## config.mk

```make
export PLATFORM = sky130hd
export DESIGN_NAME = debouncer_multi
export DESIGN_NICKNAME = d
export VERILOG_FILES = /design/src/rtl/debouncer_multi.sv
export SDC_FILE = /design/constraint.sdc
export NUM_CORES = 1
export LEC_CHECK = 0
export CAP_MARGIN = 20
export CORE_UTILIZATION = 25
export CTS_BUF_LIST = sky130_fd_sc_hd__clkbuf_16
export DETAILED_ROUTE_END_ITERATION = 8
export HOLD_SLACK_MARGIN = 0.15
export PLACE_DENSITY_LB_ADDON = 0.08
export SLEW_MARGIN = 10
export SYNTH_ARGS = -nofsm -noshare
export SYNTH_HDL_FRONTEND = slang
export SYNTH_SLANG_ARGS = --single-unit
```

## constraint.sdc

```tcl
create_clock -name clk -period 4.3 [get_ports clk]
set_clock_uncertainty 0.1 [all_clocks]
set_input_delay 0.645 -clock clk [delete_from_list [all_inputs] [get_ports clk]]
set_output_delay 0.645 -clock clk [all_outputs]
set_load 0.005 [all_outputs]
```

## src/rtl/debouncer_multi.sv

```systemverilog
// debouncer_multi: N_CH independent debouncers for keypad and door switches.
// Each channel has a SYNC_STAGES-deep synchroniser and a stable-time counter.
// It drives registered rise/fall pulses and an optional auto-repeat pulse train
// while the debounced level is high. The repeat output is named repeat_o
// because "repeat" is a reserved word in SystemVerilog.
// dbg_held_o shows each channel's auto-repeat FSM state (1 = HELD). It is
// tied to 0 when auto-repeat is disabled (REPEAT_DELAY == 0).
module debouncer_multi #(
  parameter int N_CH          = 4,
  parameter int CNT_W         = 16,
  parameter int STABLE_CYCLES = 1000,
  parameter int SYNC_STAGES   = 2,
  parameter int REP_W         = 24,
  parameter int REPEAT_DELAY  = 0,
  parameter int REPEAT_PERIOD = 1
) (
  input  logic            clk,
  input  logic            rst,
  input  logic [N_CH-1:0] noisy,
  output logic [N_CH-1:0] debounced,
  output logic [N_CH-1:0] rise,
  output logic [N_CH-1:0] fall,
  output logic [N_CH-1:0] repeat_o,
  output logic [N_CH-1:0] dbg_held_o,
  output logic            any_active
);

  typedef enum logic {
    ST_IDLE = 1'b0,
    ST_HELD = 1'b1
  } rep_state_e;

  localparam logic [CNT_W-1:0] STABLE_M1 = CNT_W'(STABLE_CYCLES - 1);

  for (genvar i = 0; i < N_CH; i++) begin : g_ch
    logic [SYNC_STAGES-1:0] sync_q;
    logic                   sync_bit;
    logic [CNT_W-1:0]       cnt_q, cnt_d;
    logic                   deb_q, deb_d;
    logic                   rise_q, rise_d;
    logic                   fall_q, fall_d;
    logic                   toggle;

    assign sync_bit = sync_q[SYNC_STAGES-1];

    // Synchroniser shift chain; the raw input enters at bit 0.
    always_ff @(posedge clk or posedge rst) begin
      if (rst) sync_q <= '0;
      else     sync_q <= {sync_q[SYNC_STAGES-2:0], noisy[i]};
    end

    // Count consecutive disagreement cycles; flip the level when the count
    // reaches the threshold. Any cycle of agreement restarts the count.
    always_comb begin
      cnt_d  = cnt_q;
      deb_d  = deb_q;
      toggle = 1'b0;
      if (sync_bit == deb_q) begin
        cnt_d = '0;
      end else if (cnt_q == STABLE_M1) begin
        toggle = 1'b1;
        deb_d  = ~deb_q;
        cnt_d  = '0;
      end else begin
        cnt_d = cnt_q + CNT_W'(1);
      end
      rise_d = toggle & ~deb_q;
      fall_d = toggle & deb_q;
    end

    // Level, counter and edge-pulse registers; the pulses appear with the new level.
    always_ff @(posedge clk or posedge rst) begin
      if (rst) begin
        cnt_q  <= '0;
        deb_q  <= 1'b0;
        rise_q <= 1'b0;
        fall_q <= 1'b0;
      end else begin
        cnt_q  <= cnt_d;
        deb_q  <= deb_d;
        rise_q <= rise_d;
        fall_q <= fall_d;
      end
    end

    assign debounced[i] = deb_q;
    assign rise[i]      = rise_q;
    assign fall[i]      = fall_q;

    if (REPEAT_DELAY > 0) begin : g_rep
      localparam logic [REP_W-1:0] DLY_M1 = REP_W'(REPEAT_DELAY - 1);
      localparam logic [REP_W-1:0] PER_M1 = REP_W'(REPEAT_PERIOD - 1);

      rep_state_e       state_q, state_d;
      logic [REP_W-1:0] rcnt_q, rcnt_d;
      logic             first_q, first_d;
      logic             rep_q, rep_d;

      // Auto-repeat FSM. first_q selects REPEAT_DELAY as the target before the
      // first pulse and REPEAT_PERIOD after it. A falling level always wins,
      // so no repeat pulse is produced in the same cycle as a fall.
      always_comb begin
        state_d = state_q;
        rcnt_d  = rcnt_q;
        first_d = first_q;
        rep_d   = 1'b0;
        case (state_q)
          ST_IDLE: begin
            if (rise_d) begin
              state_d = ST_HELD;
              rcnt_d  = '0;
              first_d = 1'b1;
            end
          end
          ST_HELD: begin
            if (fall_d) begin
              state_d = ST_IDLE;
              rcnt_d  = '0;
              first_d = 1'b1;
            end else if (rcnt_q == (first_q ? DLY_M1 : PER_M1)) begin
              rep_d   = 1'b1;
              rcnt_d  = '0;
              first_d = 1'b0;
            end else begin
              rcnt_d = rcnt_q + REP_W'(1);
            end
          end
          default: begin
            state_d = ST_IDLE;
            rcnt_d  = '0;
            first_d = 1'b1;
          end
        endcase
      end

      // Auto-repeat state register and registered repeat pulse.
      always_ff @(posedge clk or posedge rst) begin
        if (rst) begin
          state_q <= ST_IDLE;
          rcnt_q  <= '0;
          first_q <= 1'b1;
          rep_q   <= 1'b0;
        end else begin
          state_q <= state_d;
          rcnt_q  <= rcnt_d;
          first_q <= first_d;
          rep_q   <= rep_d;
        end
      end

      assign repeat_o[i]   = rep_q;
      assign dbg_held_o[i] = (state_q == ST_HELD);
    end else begin : g_norep
      assign repeat_o[i]   = 1'b0;
      assign dbg_held_o[i] = 1'b0;
    end
  end

  assign any_active = |debounced;

endmodule
```

==> qor_table.md, run 1 <==
| Step | Metric | Reported |
|---|---|---|
| outcome | Result of the run | finished clean |
| route | Detailed-router iteration count before antenna repair | 4 |
| timing | Sum Neg Setup Slack | 0 ps |
| timing | RSZ-0062 raised after global routing | no |
| job | Maximum capacitance violations | 0 |
| synth | Cell taking the most area after synthesis | sky130_fd_sc_hd__dfrtp_1 |
| cts | Setup repair bufs after CTS | 0 |
| finish | Final #Nets | 409 |
| route | Post-Route M1 WL | 4140 um |
| synth | Number of instances in the synthesized netlist | 389 |
| place | Cell area after placement | 0.00426 sq mm |
| floorplan | Die boundary width | 128 um |
| cts | # H-tree levels | 3 |
| pwr | Pwr dens | 349 mW/mm^2 |
| floorplan | Boundary Pins | 27 |
| route | Post-Route WL | 8240 um |
| timing | Final setup violation count | 0 |
| finish | Summed area of non-filler cells in the final layout | 0.00454 sq mm |
| place | Buffers added on ports | 18 |
| global route | Largest net degree at the start of global routing | 43 |
| floorplan | Placeable core region | 0.0154 sq mm |
| worst hold path | Depth of the worst hold-timing path | 0 |
| setup path | Critical Setup Path Class | reg -> out |
| timing | Final count of pins violating max slew | 0 |
| finish | Antenna Cells | 0 |
| cts | Gates resized, CTS repair | 0 |
| global route | Number of global-route vias before repair | 2698 |
| timing | Post-Route Hold Slack | 250 ps |
| timing | Min Clock Period, post-route | 2580 ps |
| floorplan | Starting utilization of the core area | 0.259 |
| cts | Clk pin slew, worst setup/hold paths | 60 ps |
| timing | Final critical-path share of the clock period | 0.600 |
| synth | Cell area after synthesis | 0.00399 sq mm |
| route | DRT iter0 DRCs | 103 |
| global route | Global routing usage summed across all routing layers | 0.113 |
| route | Detail Route met2 WL | 3650 um |
| cts | Clock network latency to the later pin of the worst-skew pair | 340 ps |
| global route | Leftover overflow at the end of global routing | 0 |
| cts | Clk Tree Root Cell | sky130_fd_sc_hd__clkbuf_16 |
| route | Met3 wirelength from detailed routing | 356 um |
| timing | Pin slew with the least headroom to its limit | 740 ps |
| synth | Count of warnings emitted by yosys | 0 |
| setup path | Worst setup SP type | flip-flop |
| setup path | Arrival time at the worst endpoint | 1830 ps |
| floorplan | Die Height | 128 um |
| synth | Area contributors post-synth | sky130_fd_sc_hd__dfrtp_1 (53%), sky130_fd_sc_hd__xnor2_1 (7.5%), sky130_fd_sc_hd__nor2_1 (5.9%), sky130_fd_sc_hd__xor2_1 (4.2%), sky130_fd_sc_hd__buf_4 (4.0%) |
| synth | Portion of synthesized cell area occupied by the leading cell type | 0.527 |
| pwr | Worst ir drop on vdd | 0.240 mV |
| setup path | R2r worst-path depth | 3 |
| route | DRC viols | 0 |
| route | Final antenna-violating net count | 0 |
| cts | Number of buffers on the longest clock path | 2 |
| route | Via count of the routed design | 2680 |
| timing | Fin worst setup slack | 1720 ps |
| timing | Worst-case headroom to the max-slew limit | 0.506 |
| timing | Max Clock Freq | 388 MHz |
| route | Routed length per placed instance | 13.4 um |
| global route | Global-route wire length before repair | 14100 um |
| route | Vias per inst | 4.36 |
| finish | Fill cell instance count of the final layout | 1620 |
| route | Topmost layer with routed signal wires | met4 |
| pwr | Total leakage power | 1.82 nW |
| synth | Post-synthesis average cell area | 10.3 sq um |
| cts | CTS buffer count | 9 |
| floorplan | Row count | 45 |
| setup path | Crit-path max FO | 6 |
| finish | Area delta synth->final | 13.8% |
| place | Estimated wirelength of the detail-placed design | 5640 um |
| worst hold path | Path class of the lowest-slack min-delay path | reg -> reg |
| place | Weighted congestion at the end of routability-driven global placement | 0.745 |
| cts | Hold-fix buffers at CTS | 0 |
| cts | Clock tree from TritonCTS | yes |
| global route | Initial antenna violation count | 0 |
| synth | Count of cell types in the netlist | 35 |
| timing | Final-report hold violation count | 0 |
| synth | Sequential fraction of the synthesis area | 0.527 |
| floorplan | Die area | 0.0165 sq mm |
| setup path | Kind of end point of the critical path | primary output |
| cts | Count of clock tree sinks | 84 |
| setup path | Required time at the endpoint of the critical path | 3560 ps |
| finish | Fraction of layout cells with a size suffix above 1 | 0.0693 |
| synth | FF+latch count, synth | 84 |
| place | Setup WS pre-CTS | 2060 ps |
==> power by group <==
group | total, mW | leakage [nW] | switching, mW | internal (mW)
registers | 0.816 | 1.15 | 0.0125 | 0.803
clock network | 0.716 | 0.129 | 0.328 | 0.388
logic | 0.0530 | 0.543 | 0.0354 | 0.0175
==> critical path, stage by stage, from the launching register on <==
cell,delay [ps]
sky130_fd_sc_hd__dfrtp_1,440
sky130_fd_sc_hd__or4_1,580
sky130_fd_sc_hd__clkdlybuf4s50_1,470
==> logic make-up after synthesis <==
group | Yosys count | share of synthesized area
AND/OR/NAND/NOR | 193 | 0.251
flip-flops | 84 | 0.527
XOR/XNOR | 53 | 0.116
buffers and inverters | 36 | 0.0593
AO/OA/AOI/OAI | 14 | 0.0201
adder cells (fa/ha/maj) | 4 | 0.0126
multiplexers | 4 | 0.0122
other | 1 | 0.000940
==> state kept, by name, indices dropped and copies added (netlist names) <==
signal       flops
g_ch.cnt_q      64
g_ch.sync_q      8
g_ch.deb_q       4
g_ch.fall_q      4
g_ch.rise_q      4
==> metal layers <==
layer  vias to the layer above  track usage
met5                         -            0
met4                         0       0.0415
met3                         7       0.0438
met2                        37        0.163
met1                      1300        0.151
li1                       1336            -
==> layout by cell type, fill, tap and decap left out, types with 6 or more instances in the layout <==
cell / n
sky130_fd_sc_hd__a21oi_1: 6
sky130_fd_sc_hd__and3_1: 8
sky130_fd_sc_hd__clkbuf_16: 9
sky130_fd_sc_hd__clkdlybuf4s50_1: 18
sky130_fd_sc_hd__conb_1: 8
sky130_fd_sc_hd__dfrtp_1: 84
sky130_fd_sc_hd__inv_1: 6
sky130_fd_sc_hd__nand2_1: 19
sky130_fd_sc_hd__nand3_1: 25
sky130_fd_sc_hd__nand4_1: 16
sky130_fd_sc_hd__nor2_1: 63
sky130_fd_sc_hd__nor3_1: 13
sky130_fd_sc_hd__nor3b_1: 9
sky130_fd_sc_hd__nor4_1: 14
sky130_fd_sc_hd__or4_1: 11
sky130_fd_sc_hd__xnor2_1: 34
sky130_fd_sc_hd__xor2_1: 19
==> synthesized netlist by cell type, drive strengths merged <==
cell and count:
a21oi 6, and3 9, and4 3, buf 24, clkbuf 5, conb 1
dfrtp 84, ha 4, inv 7, mux2 4, nand2 21, nand3 25
nand4 16, nand4b 1, nor2 63, nor3 13, nor3b 9, nor4 14
nor4b 1, nor4bb 1, o211ai 1, o21ai 4, o31ai 3, or2 3
or3 3, or4 11, xnor2 34, xor2 19
==> metrics by stage <==
step                       util  total power, mW  cells
after floorplan               -            0.871    396
after global placement    0.277            0.886    598
after detailed placement  0.277            0.885    598
after CTS                 0.295             1.62    614
after global routing      0.295             1.66    615
final                     0.295             1.58    615
==> worst paths after layout <==
kind / slack [ps] / to / start
max in group asynchronous: 2690 / g_ch[1].cnt_q[3]$_DFF_PP0_ / rst
hold reg to reg: 250 / g_ch[3].sync_q[1]$_DFF_PP0_ / g_ch[3].sync_q[0]$_DFF_PP0_
min in group asynchronous: 620 / g_ch[0].cnt_q[3]$_DFF_PP0_ / rst
setup / recovery: 1720 / any_active / g_ch[0].deb_q$_DFFE_PP0N_
hold / removal: 250 / g_ch[3].sync_q[1]$_DFF_PP0_ / g_ch[3].sync_q[0]$_DFF_PP0_
setup reg to reg: 2150 / g_ch[1].deb_q$_DFFE_PP0N_ / g_ch[1].cnt_q[3]$_DFF_PP0_
==> area by class of cell <==
cell class                 count  area, sq um  area share
sequential                    84         2100       0.463
multi-input combinational    276         1680       0.369
tap                          211          264      0.0582
clock buffer                   9          225      0.0496
timing repair buffer          21          203      0.0447
clock inverter                 7         42.5     0.00937
inverter                       7         27.5     0.00606
Power figures use the tool's default switching activity.
==> run 2: changes to the inputs <==
==> constraint.sdc (replaced) <==
create_clock -name clk -period 2.44 [get_ports clk]
set_clock_uncertainty 0.1 [all_clocks]
set_input_delay 0.366 -clock clk [delete_from_list [all_inputs] [get_ports clk]]
set_output_delay 0.366 -clock clk [all_outputs]
set_load 0.005 [all_outputs]
==> run 2 against run 1 <==
  * Die area did not move
  * Sequential share of layout area is 0.076 points lower
  * Combinational power rose by 80%
  * Power increased by 72%
  * Wire length is 1.5% lower
  * Critical path depth did not move
  * Clock power is 66% higher
  * Critical path type unchanged
==> qor_table.md, run 2 (same netlist as run 1, synthesis figures left out) <==
| Step | Metric | Reported |
|---|---|---|
| floorplan | Die Height | 128 um |
| cts | # H-tree levels | 3 |
| finish | Layout Utilization | 0.296 |
| pwr | Total leakage power | 1.83 nW |
| route | Vias per inst | 4.34 |
| global route | Largest net degree at the start of global routing | 85 |
| floorplan | Starting utilization of the core area | 0.259 |
| setup path | Longest individual stage delay on the worst path | 600 ps |
| timing | Final count of pins violating max slew | 0 |
| setup path | R2r worst-path depth | 3 |
| route | Via count of the routed design | 2676 |
| timing | Fin worst setup slack | 96.8 ps |
| place | Cell area after placement | 0.00429 sq mm |
| cts | Count of clock tree sinks | 84 |
| floorplan | Die area | 0.0165 sq mm |
| global route | Global routing usage summed across all routing layers | 0.109 |
| finish | Area delta synth->final | 14.0% |
| setup path | Required time at the endpoint of the critical path | 1970 ps |
| timing | Sum Neg Setup Slack | 0 ps |
| finish | Fraction of layout cells with a size suffix above 1 | 0.0593 |
| cts | CTS buffer count | 9 |
| timing | Post-Route Hold Slack | 248 ps |
| setup path | Crit-path max FO | 6 |
| place | Buffers added on ports | 18 |
| outcome | Result of the run | finished clean |
| global route | Number of global-route vias before repair | 2620 |
| worst hold path | Path class of the lowest-slack min-delay path | reg -> reg |
| cts | Hold-fix buffers at CTS | 0 |
| job | Maximum capacitance violations | 0 |
| setup path | Top delay family on crit path | simple AND/OR/NAND/NOR gates |
| pwr | Pwr dens | 600 mW/mm^2 |
| cts | Clk Tree Root Cell | sky130_fd_sc_hd__clkbuf_16 |
| cts | Clock network latency to the later pin of the worst-skew pair | 340 ps |
| finish | Top library cells by usage in the layout, fill and taps aside | sky130_fd_sc_hd__dfrtp_1 (84), sky130_fd_sc_hd__nor2_1 (63), sky130_fd_sc_hd__xnor2_1 (34) |
| setup path | Critical Path Stages | 2 |
| cts | Setup repair bufs after CTS | 0 |
| timing | Worst-case headroom to the max-slew limit | 0.646 |
| setup path | Kind of end point of the critical path | primary output |
| floorplan | Row count | 45 |
| route | Detailed-router iteration count before antenna repair | 4 |
| place | Setup WS pre-CTS | 295 ps |
| global route | Leftover overflow at the end of global routing | 0 |
| finish | Final #Nets | 410 |
| cts | Number of buffers on the longest clock path | 2 |
| place | Weighted congestion at the end of routability-driven global placement | 0.752 |
| timing | Pin slew with the least headroom to its limit | 530 ps |
| floorplan | Boundary Pins | 27 |
| cts | Gates resized, CTS repair | 0 |
| timing | Final-report hold violation count | 0 |
| setup path | Critical Setup Path Class | reg -> out |
| worst hold path | Startpoint of the tightest hold check path | g_ch[2].sync_q[0]$_DFF_PP0_ |
| timing | RSZ-0062 raised after global routing | no |
| finish | Register area | 0.00210 sq mm |
| finish | Most frequent standard cell in the layout excluding fill and tap cells | sky130_fd_sc_hd__dfrtp_1 |
| route | Routed length per placed instance | 13.2 um |
| finish | Number of flip-flops under the largest register name | 64 |
| timing | Min Clock Period, post-route | 2340 ps |
| finish | Top register by number of flip-flops | g_ch.cnt_q |
| setup path | Buffers & Inverters on Critical Path | 1 |
| worst hold path | Depth of the worst hold-timing path | 0 |
| global route | Initial antenna violation count | 0 |
| finish | Summed area of non-filler cells in the final layout | 0.00455 sq mm |
| global route | Global-route wire length before repair | 13700 um |
| place | Estimated wirelength of the detail-placed design | 5320 um |
| cts | Clk pin slew, worst setup/hold paths | 60 ps |
| place | Number of instances in the placed design | 600 |
| timing | Max Clock Freq | 427 MHz |
| finish | Largest registers | g_ch.cnt_q x64, g_ch.sync_q x8 |
| finish | Fill cell instance count of the final layout | 1590 |
| timing | Final setup violation count | 0 |
| pwr | Worst ir drop on vdd | 0.231 mV |
| route | Final antenna-violating net count | 0 |
| route | DRT iter0 DRCs | 152 |
| timing | Final critical-path share of the clock period | 0.960 |
| setup path | Max stage delay cell, worst path | sky130_fd_sc_hd__or4_1 |
| floorplan | Placeable core region | 0.0154 sq mm |
| route | Post-Route WL | 8110 um |
| pwr | Design Power | 2.73 mW |
| cts | Clock tree from TritonCTS | yes |
| finish | Area occupied by multi-input gates | 0.00168 sq mm |
| finish | Antenna Cells | 0 |
| setup path | Arrival time at the worst endpoint | 1880 ps |
| finish | Non-filler cells in the finished layout | 616 |
| setup path | Source of the worst register-to-register timing path | g_ch[1].cnt_q[3]$_DFF_PP0_ |
| setup path | Worst setup path startpoint | g_ch[0].deb_q$_DFFE_PP0N_ |
| setup path | Worst setup SP type | flip-flop |
| setup path | Ordered cell list for the critical path | or4_1 -> clkdlybuf4s50_1 |
| route | DRC viols | 0 |
| floorplan | Die boundary width | 128 um |
run 2: changes by cell type in the layout (fill, tap and decap cells not counted), sizes merged:
| cell | delta |
|---|---|
| inv | +2 |
| buf | +1 |
| clkinv | -1 |
| clkinvlp | -1 |
run 2: final cells by class:
type	count	share of cell area
Clock buffer	9	0.0495
Timing Repair Buffer	22	0.0490
Tap cell	211	0.0581
Clock inverter	7	0.00605
Inverter	7	0.00660
Multi-Input combinational cell	276	0.368
Sequential cell	84	0.462
run 2: routing by layer:
layer	GRT usage	vias to the layer above	part of all wire
met2	0.157	41	0.43
met1	0.152	1282	0.52
met5	0	-	0
met3	0.0242	13	0.027
met4	0.0602	0	0.019
li1	-	1340	-
run 2: power by group:
group / leakage, nW / total [mW] / switching, mW / internal, mW
Sequential: 1.15 / 1.44 / 0.0225 / 1.42
Clock: 0.136 / 1.19 / 0.529 / 0.666
Combinational: 0.548 / 0.0956 / 0.0627 / 0.0330
Total: 1.83 / 2.73 / 0.614 / 2.11
run 2: worst reg2reg max path: cells and delay by family (launching register included):
kind	cells	cell delay (ps)
flip-flops	1	440
multiplexers	1	340
AND/OR/NAND/NOR	2	1150
run 2: final timing paths:
path                                                to  slack (ps)
min                        g_ch[2].sync_q[1]$_DFF_PP0_         250
max                                         any_active         100
min in group asynchronous  g_ch[1].sync_q[0]$_DFF_PP0_         400
max reg2reg                  g_ch[1].deb_q$_DFFE_PP0N_         300
min reg2reg                g_ch[2].sync_q[1]$_DFF_PP0_         250
max in group asynchronous   g_ch[0].cnt_q[0]$_DFF_PP0_        1500
